**src/rtl/serial_adder_ctrl_if.sv**
```systemverilog
// Request/result bundle for serial_adder_ctrl.
// SUB exists only when SERIAL_ADDER_SUB_EN is defined.
interface serial_adder_ctrl_if #(
   parameter int WIDTH = 8
);
   logic             START;
   logic [WIDTH-1:0] OP_A;
   logic [WIDTH-1:0] OP_B;
`ifdef SERIAL_ADDER_SUB_EN
   logic             SUB;
`endif
   logic             BUSY;
   logic             DONE;
   logic [WIDTH-1:0] RESULT;
   logic             COUT;

`ifdef SERIAL_ADDER_SUB_EN
   modport master (output START, OP_A, OP_B, SUB, input BUSY, DONE, RESULT, COUT);
   modport slave  (input START, OP_A, OP_B, SUB, output BUSY, DONE, RESULT, COUT);
`else
   modport master (output START, OP_A, OP_B, input BUSY, DONE, RESULT, COUT);
   modport slave  (input START, OP_A, OP_B, output BUSY, DONE, RESULT, COUT);
`endif
endinterface

```
**src/rtl/serial_adder_ctrl.sv**
```systemverilog
// Bit-serial adder sequencer: two half_adder cells plus a carry flop, one bit per clock, LSB first.
// Define SERIAL_ADDER_SUB_EN to add the SUB (A-B) mode.
module half_adder (
   input  logic a,
   input  logic b,
   output logic s,
   output logic c
);
   assign s = a ^ b;
   assign c = a & b;
endmodule

module serial_adder_ctrl #(
   parameter int WIDTH = 8
) (
   input  logic CLK,
   input  logic RST,
   serial_adder_ctrl_if.slave bus
);
   localparam int CNT_W = $clog2(WIDTH);

   typedef enum logic [1:0] {S_IDLE, S_RUN, S_DONE} state_t;

   state_t             state_q,  state_d;
   logic [WIDTH-1:0]   a_sr_q,   a_sr_d;
   logic [WIDTH-1:0]   b_sr_q,   b_sr_d;
   logic [WIDTH-1:0]   sum_sr_q, sum_sr_d;
   logic [CNT_W-1:0]   cnt_q,    cnt_d;
   logic               carry_q,  carry_d;
   logic               busy_q,   busy_d;
   logic               done_q,   done_d;
   logic [WIDTH-1:0]   result_q, result_d;
   logic               cout_q,   cout_d;

   logic s0, c0, s_bit, c1, sub_sel;
   logic [WIDTH-1:0] sum_next;

`ifdef SERIAL_ADDER_SUB_EN
   assign sub_sel = bus.SUB;
`else
   assign sub_sel = 1'b0;
`endif

   half_adder u_ha0 (.a(a_sr_q[0]), .b(b_sr_q[0]), .s(s0),    .c(c0));
   half_adder u_ha1 (.a(s0),        .b(carry_q),   .s(s_bit), .c(c1));

   assign sum_next = {s_bit, sum_sr_q[WIDTH-1:1]};

   always_comb begin
      // NOTE: every target gets its hold value first so no path leaves it unassigned (no latches).
      state_d  = state_q;
      a_sr_d   = a_sr_q;
      b_sr_d   = b_sr_q;
      sum_sr_d = sum_sr_q;
      cnt_d    = cnt_q;
      carry_d  = carry_q;
      result_d = result_q;
      cout_d   = cout_q;
      case (state_q)
         S_IDLE: begin
            if (bus.START) begin
               a_sr_d   = bus.OP_A;
               // Subtract as A + ~B + 1: invert B and seed the carry.
               b_sr_d   = sub_sel ? ~bus.OP_B : bus.OP_B;
               carry_d  = sub_sel;
               sum_sr_d = '0;
               cnt_d    = '0;
               state_d  = S_RUN;
            end
         end
         S_RUN: begin
            a_sr_d   = a_sr_q >> 1;
            b_sr_d   = b_sr_q >> 1;
            sum_sr_d = sum_next;
            carry_d  = c0 | c1;
            cnt_d    = cnt_q + 1'b1;
            if (cnt_q == CNT_W'(WIDTH - 1)) begin
               result_d = sum_next;
               cout_d   = c0 | c1;
               state_d  = S_DONE;
            end
         end
         S_DONE:  state_d = S_IDLE;
         default: state_d = S_IDLE;
      endcase
      busy_d = (state_d != S_IDLE);
      done_d = (state_d == S_DONE);
   end

   always_ff @(posedge CLK) begin
      // NOTE: non-blocking assignments so every flop samples pre-edge values.
      if (RST) begin
         state_q  <= S_IDLE;
         a_sr_q   <= '0;
         b_sr_q   <= '0;
         sum_sr_q <= '0;
         cnt_q    <= '0;
         carry_q  <= 1'b0;
         busy_q   <= 1'b0;
         done_q   <= 1'b0;
         result_q <= '0;
         cout_q   <= 1'b0;
      end else begin
         state_q  <= state_d;
         a_sr_q   <= a_sr_d;
         b_sr_q   <= b_sr_d;
         sum_sr_q <= sum_sr_d;
         cnt_q    <= cnt_d;
         carry_q  <= carry_d;
         busy_q   <= busy_d;
         done_q   <= done_d;
         result_q <= result_d;
         cout_q   <= cout_d;
      end
   end

   assign bus.BUSY   = busy_q;
   assign bus.DONE   = done_q;
   assign bus.RESULT = result_q;
   assign bus.COUT   = cout_q;
endmodule

```
**src/flat_wrapper.sv**
```systemverilog
// flat-port wrapper written by rule: the top's interface ports become plain ports
module serial_adder_ctrl_flat 
#(
   parameter int WIDTH = 8
)
  (CLK, RST, bus_START, bus_OP_A, bus_OP_B, bus_BUSY, bus_DONE, bus_RESULT, bus_COUT);
  serial_adder_ctrl_if #(.WIDTH(WIDTH)) bus_i ();
  input  logic CLK;
  input  logic RST;
  input wire logic [$bits(bus_i.START)-1:0] bus_START;
  input wire logic [$bits(bus_i.OP_A)-1:0] bus_OP_A;
  input wire logic [$bits(bus_i.OP_B)-1:0] bus_OP_B;
  output wire logic [$bits(bus_i.BUSY)-1:0] bus_BUSY;
  output wire logic [$bits(bus_i.DONE)-1:0] bus_DONE;
  output wire logic [$bits(bus_i.RESULT)-1:0] bus_RESULT;
  output wire logic [$bits(bus_i.COUT)-1:0] bus_COUT;
  assign bus_i.START = bus_START;
  assign bus_i.OP_A = bus_OP_A;
  assign bus_i.OP_B = bus_OP_B;
  assign bus_BUSY = bus_i.BUSY;
  assign bus_DONE = bus_i.DONE;
  assign bus_RESULT = bus_i.RESULT;
  assign bus_COUT = bus_i.COUT;
  serial_adder_ctrl #(.WIDTH(WIDTH)) u_core (.CLK(CLK), .RST(RST), .bus(bus_i));
endmodule
```
**config.mk**
```make
export PLATFORM = sky130hd
export DESIGN_NAME = serial_adder_ctrl_flat
export DESIGN_NICKNAME = d
export VERILOG_FILES = /design/src/rtl/serial_adder_ctrl_if.sv /design/src/rtl/serial_adder_ctrl.sv /design/src/flat_wrapper.sv
export SDC_FILE = /design/constraint.sdc
export NUM_CORES = 1
export LEC_CHECK = 0
export CELL_PAD_IN_SITES_DETAIL_PLACEMENT = 1
export CELL_PAD_IN_SITES_GLOBAL_PLACEMENT = 1
export CORE_MARGIN = 5
export CORE_UTILIZATION = 35
export DETAILED_ROUTE_END_ITERATION = 10
export GPL_TIMING_DRIVEN = 0
export PLACE_DENSITY = 0.85
export SYNTH_ARGS = -nofsm -noshare
export SYNTH_HDL_FRONTEND = slang
export SYNTH_SLANG_ARGS = --single-unit
```
**constraint.sdc**
```tcl
create_clock -name CLK -period 1.21 [get_ports CLK]
set_input_delay 0.242 -clock CLK [delete_from_list [all_inputs] [get_ports CLK]]
set_output_delay 0.242 -clock CLK [all_outputs]
set_load 0.01 [all_outputs]
```
; Word-level counts from Yosys, hierarchy flattened
; Index checks and enable logic that the tools add are counted.
[word_totals]
reg_bits = 41
in_bits = 19
output_inout_bits = 11
wordCells = 38
[op_classes]
n_addsub = 1
n_eq_ne = 4
muxes = 13
n_bitwise = 5
n_reduce_logical = 5
[ops]
columns = op, count
row1 = $pmux 8 s2, 3
row2 = $mux 8, 3
row3 = $pmux 3 s2, 1
row4 = $mux 2, 2
row5 = $pmux 2 s2, 1
row6 = $reduce_and 2->1, 2
row7 = $reduce_bool 2->1, 2
row8 = $add 3x1->3 const B, 1
row9 = $eq 3x3->1 const B, 1
row10 = $mux 3, 1
row11 = $and 1x1->1, 2
row12 = $eq 2x1->1 const B, 1
row13 = $eq 2x2->1 const B, 1
row14 = $logic_not 2->1, 1
row15 = $ne 2x2->1 const B, 1
row16 = $pmux 1 s2, 1
row17 = $xor 1x1->1, 2
row18 = $mux 1, 1
row19 = $or 1x1->1, 1

; Longest topological paths before layout
[depth]
ltp_word = 4
mapped_depth = 6
ltp_nobuf = 5

; Modules after synthesis
; From an unflattened synthesis, not the netlist that was laid out.
[hier_totals]
cells_unflattened = 163
area_unflattened_um2 = 1596.5
[by_module_without_submodules]
columns = mod, instances, cells_each, area_per_inst_um2, seq_area_each_um2
row1 = serial_adder_ctrl, 1, 161, 1571.5, 800.8
row2 = half_adder, 2, 1, 12.5, 0.0

; Worst setup path after synthesis
; Ideal clock, no wire load.
[synth_timing]
path_type = flip-flop to flip-flop
from = reg u_core.cnt_q[0]
to = reg u_core.cout_q, in the netlist u_core.bus.COUT
setup_ps = 86
t_arrival_ps = 1234
required_ps = 1124
path_slack_ps = -109
path_stages_with_launch = 6
path_buffers = 1
path_cell_list = dfxtp_1 -> ha_1 -> ha_1 -> and3b_2 -> buf_2 -> a211oi_1
[synth_via]
elab_chain_cells = 2
[synth_lines]
columns = element, line
row1 = from (decl), serial_adder_ctrl.sv:28  ; logic [CNT_W-1:0] cnt_q, cnt_d;
row2 = from (signal assigned), serial_adder_ctrl.sv:108  ; cnt_q <= cnt_d;
row3 = $eq 3x3->1, serial_adder_ctrl.sv:77  ; if (cnt_q == CNT_W'(WIDTH - 1)) begin
row4 = $reduce_and 2->1 (no source line), n/a
row5 = to (signal assigned), serial_adder_ctrl.sv:113  ; cout_q <= cout_d;
row6 = to (decl), serial_adder_ctrl.sv:33  ; logic cout_q, cout_d;
; Every way passes these cells.
; A chain may end at the register's enable or synchronous reset.

; Final worst setup path
[layout_timing]
from = reg u_core.b_sr_q[0]
to = reg u_core.result_q[7], in the netlist u_core.bus.RESULT[7]
[layout_via]
elab_chain_cells = 2
[layout_lines]
columns = element, line
row1 = from (decl), serial_adder_ctrl.sv:26  ; logic [WIDTH-1:0] b_sr_q, b_sr_d;
row2 = from (signal assigned), serial_adder_ctrl.sv:106  ; b_sr_q <= b_sr_d;
row3 = $xor 1x1->1 (2 in a row), serial_adder_ctrl.sv:9  ; assign s = a ^ b;
row4 = to (signal assigned), serial_adder_ctrl.sv:112  ; result_q <= result_d;
row5 = to (decl), serial_adder_ctrl.sv:32  ; logic [WIDTH-1:0] result_q, result_d;
; Every way passes these cells.

==> results.md <==
- Synth top cells by count: dfxtp_1 (40), nor2_1 (32), a211oi_1 (17)
- Gpl congestion: 0.725
- Syn avg cell area: 9.66 um^2
- Register bit total from synthesis: 40
- Area of the die: 5910 um^2
- Cell taking the most area after synthesis: dfxtp_1
- WL per Instance: 15.1 um
- Yosys Warn Count: 0
- Worst Path Required: 1.42 ns
- Worst Path Max Fanout: 2
- Die W: 76.9 um
- Final Hold Fails: 0
- Layout cells sized above 1: 0.213
- Count leader, synth: dfxtp_1
- Power per Cell Area: 1200 nW/um^2
- Hold path startpoint: RST
- Clk_lat worst skew: 0.29 ns
- CTS max path bufs: 2
- RSZ-0062 raised after global routing: yes
- Primary FF master, synth: dfxtp_1
- Clock skew: 0.00701 ns
- Status: complete, but fails checks
- IO buf count: 28
- Row cnt: 24
- Htree depth: 2
- Post-Syn Instances: 162
- Final WS setup: -0.102 ns
- Worst Setup Path Type: flop to flop
- Initial Util: 0.359
- Max Cap Viol: 0
- CP Capture Type: flop
- Worst hold stages: 2
- Count of cell types in the netlist: 21
- CTS Sinks: 40
- Violated checks: negative setup slack
- Sequential area share after synthesis: 0.512
- Total power: 2.58 mW
- EDFF count, synth: 0
- CTS root buf: clkbuf_8
- Fin. max-slew vios: 0
- Worst R2R Path Depth: 4
- Post-synth top area share: 0.512
- Final setup viols: 10
- Grt ovf: 0
- DR pass1 iterations: 4
- Worst setup path startpoint: u_core.b_sr_q[0]
- Hpwl dp: 2460 um
- Ports: 30
- Ant. Diodes: 0
- 1st-iter DRT viols: 62
- Slew @ Worst Pin: 0.586 ns
- Core box area: 4350 um^2
- Worst EP arrival: 1.53 ns
- Async SR Flop Fraction: 0
- Antenna violations before repair: 0
- Nets: 224
- Global-route wire length before repair: 6230 um
- Leakage power: 0.867 nW
- Via density: 5.02
- R2R Path Start: u_core.b_sr_q[0]
- Min-Delay Endpoint: u_core.carry_q
- Vias in the first global route: 1320
- DRC: 0
- R2r setup slk: -0.10 ns
- IR drop worst, VDD: 0.446 mV
- Post-route ant nets: 0
- Synthesis-to-layout area growth: 37.7%
- Largest net degree at the start of global routing: 12
- Synth top area cells: dfxtp_1 (51%), mux2i_1 (9.6%), a211oi_1 (8.2%)
- Die H: 76.9 um
- Clock buffer count from CTS: 5
- Routed via count: 1275
- Mapped Nets: 184
- Worst-case hold slack: 0.350 ns
- GRT Total Usage: 0.131
- RR Endpoint: u_core.bus.RESULT[7]
- Fmax: 762 MHz
- Tcrit/Tclk final: 1.08
- Clock-pin slew on the worst setup and hold paths: 0.08 ns
- Total Wirelength: 3840 um
- CTS tree: done
- Crit start category: flop
- Minimum clock period: 1.31 ns
- Pre-CTS setup slack: -0.393 ns
- CTS Hold Buffers Added: 0
- Setup TNS: -0.457 ns
- Hold Path Class: input port to flop
- Mapped cell area: 1570 um^2
- Slew HR: 0.609
-- registers in the layout, indices dropped and copies added, names as in the netlist --
register and cells:
u_core.bus.RESULT 8, u_core.bus.DONE 1, u_core.bus.COUT 1, u_core.b_sr_q 8, u_core.carry_q 1, u_core.cnt_q 3
u_core.sum_sr_q 7, u_core.bus.BUSY 1, u_core.a_sr_q 8, u_core.state_q 2
-- how the worst max path moves through the flow --
stage / to / slack (ns) / cells after the start
2_1_floorplan: u_core.sum_sr_q[7] / -0.02 / 4
3_3_place_gp: u_core.b_sr_q[4] / -0.36 / 6
3_5_place_dp: u_core.a_sr_q[6] / -0.39 / 6
4_1_cts: u_core.bus.COUT / -0.07 / 5
5_1_grt: u_core.bus.RESULT[7] / -0.15 / 6
6_report: u_core.bus.RESULT[7] / -0.10 / 4
-- layout make-up --
class | instances | area (um^2)
plain buffers | 11 | 78.8
clock buffers | 6 | 72.6
clock inverters | 1 | 5.00
fillers | 471 | 2200
inverters | 3 | 11.3
multi-input cells | 107 | 769
flip-flops and latches | 40 | 812
well taps | 52 | 65.1
repair buffers | 34 | 340
-- metal layers --
metal,part of all wire,track usage
met1,0.47,0.159
met2,0.48,0.210
met3,0.033,0.0351
met4,0.023,0.0734
met5,0,0
-- critical path: stages, from the launching register on --
cell	delay, ns
dfxtp_2	0.38
inv_2	0.05
fa_1	0.49
buf_4	0.16
a211oi_2	0.17
-- placed cells by master (no fill, tap or decap), types with 6 or more instances in the layout --
cell type        instances
a211oi_1                12
a21oi_1                  6
a22oi_1                 10
buf_4                    6
clkdlybuf4s50_1         16
dfxtp_1                 33
dfxtp_2                  6
dlygate4sd2_1           12
mux2i_1                 14
nand2_1                 14
nor2_1                  31
-- power breakdown --
group	internal, mW	switching (mW)	leakage (nW)
combinational	0.183	0.158	0.496
sequential	1.37	0.0386	0.330
clock	0.392	0.439	0.0410
total	1.95	0.635	0.867
-- what timing repair did --
action,4_1_cts,5_1_grt
cloned,0,1
gates resized for setup,21,15
pin swaps,6,3
setup endpoints to repair,44,35
setup buffers,4,1
-- metrics by stage --
stage | area, um^2 | utilization | instances
6_report | 2150 | 0.495 | 254
5_1_grt | 2150 | 0.495 | 254
4_1_cts | 2080 | 0.478 | 253
3_5_place_dp | 1960 | 0.450 | 242
3_3_place_gp | 1960 | 0.450 | 242
2_1_floorplan | 1610 | - | 162
-- cells by family after synthesis --
family / Yosys count / share of synthesized area
flops: 40 / 0.512
buf+inv: 15 / 0.0544
mux: 15 / 0.0959
fa+ha+maj: 3 / 0.0288
simple gates: 52 / 0.139
compound gates: 37 / 0.170
No activity file was read; power rests on OpenSTA's default activity.
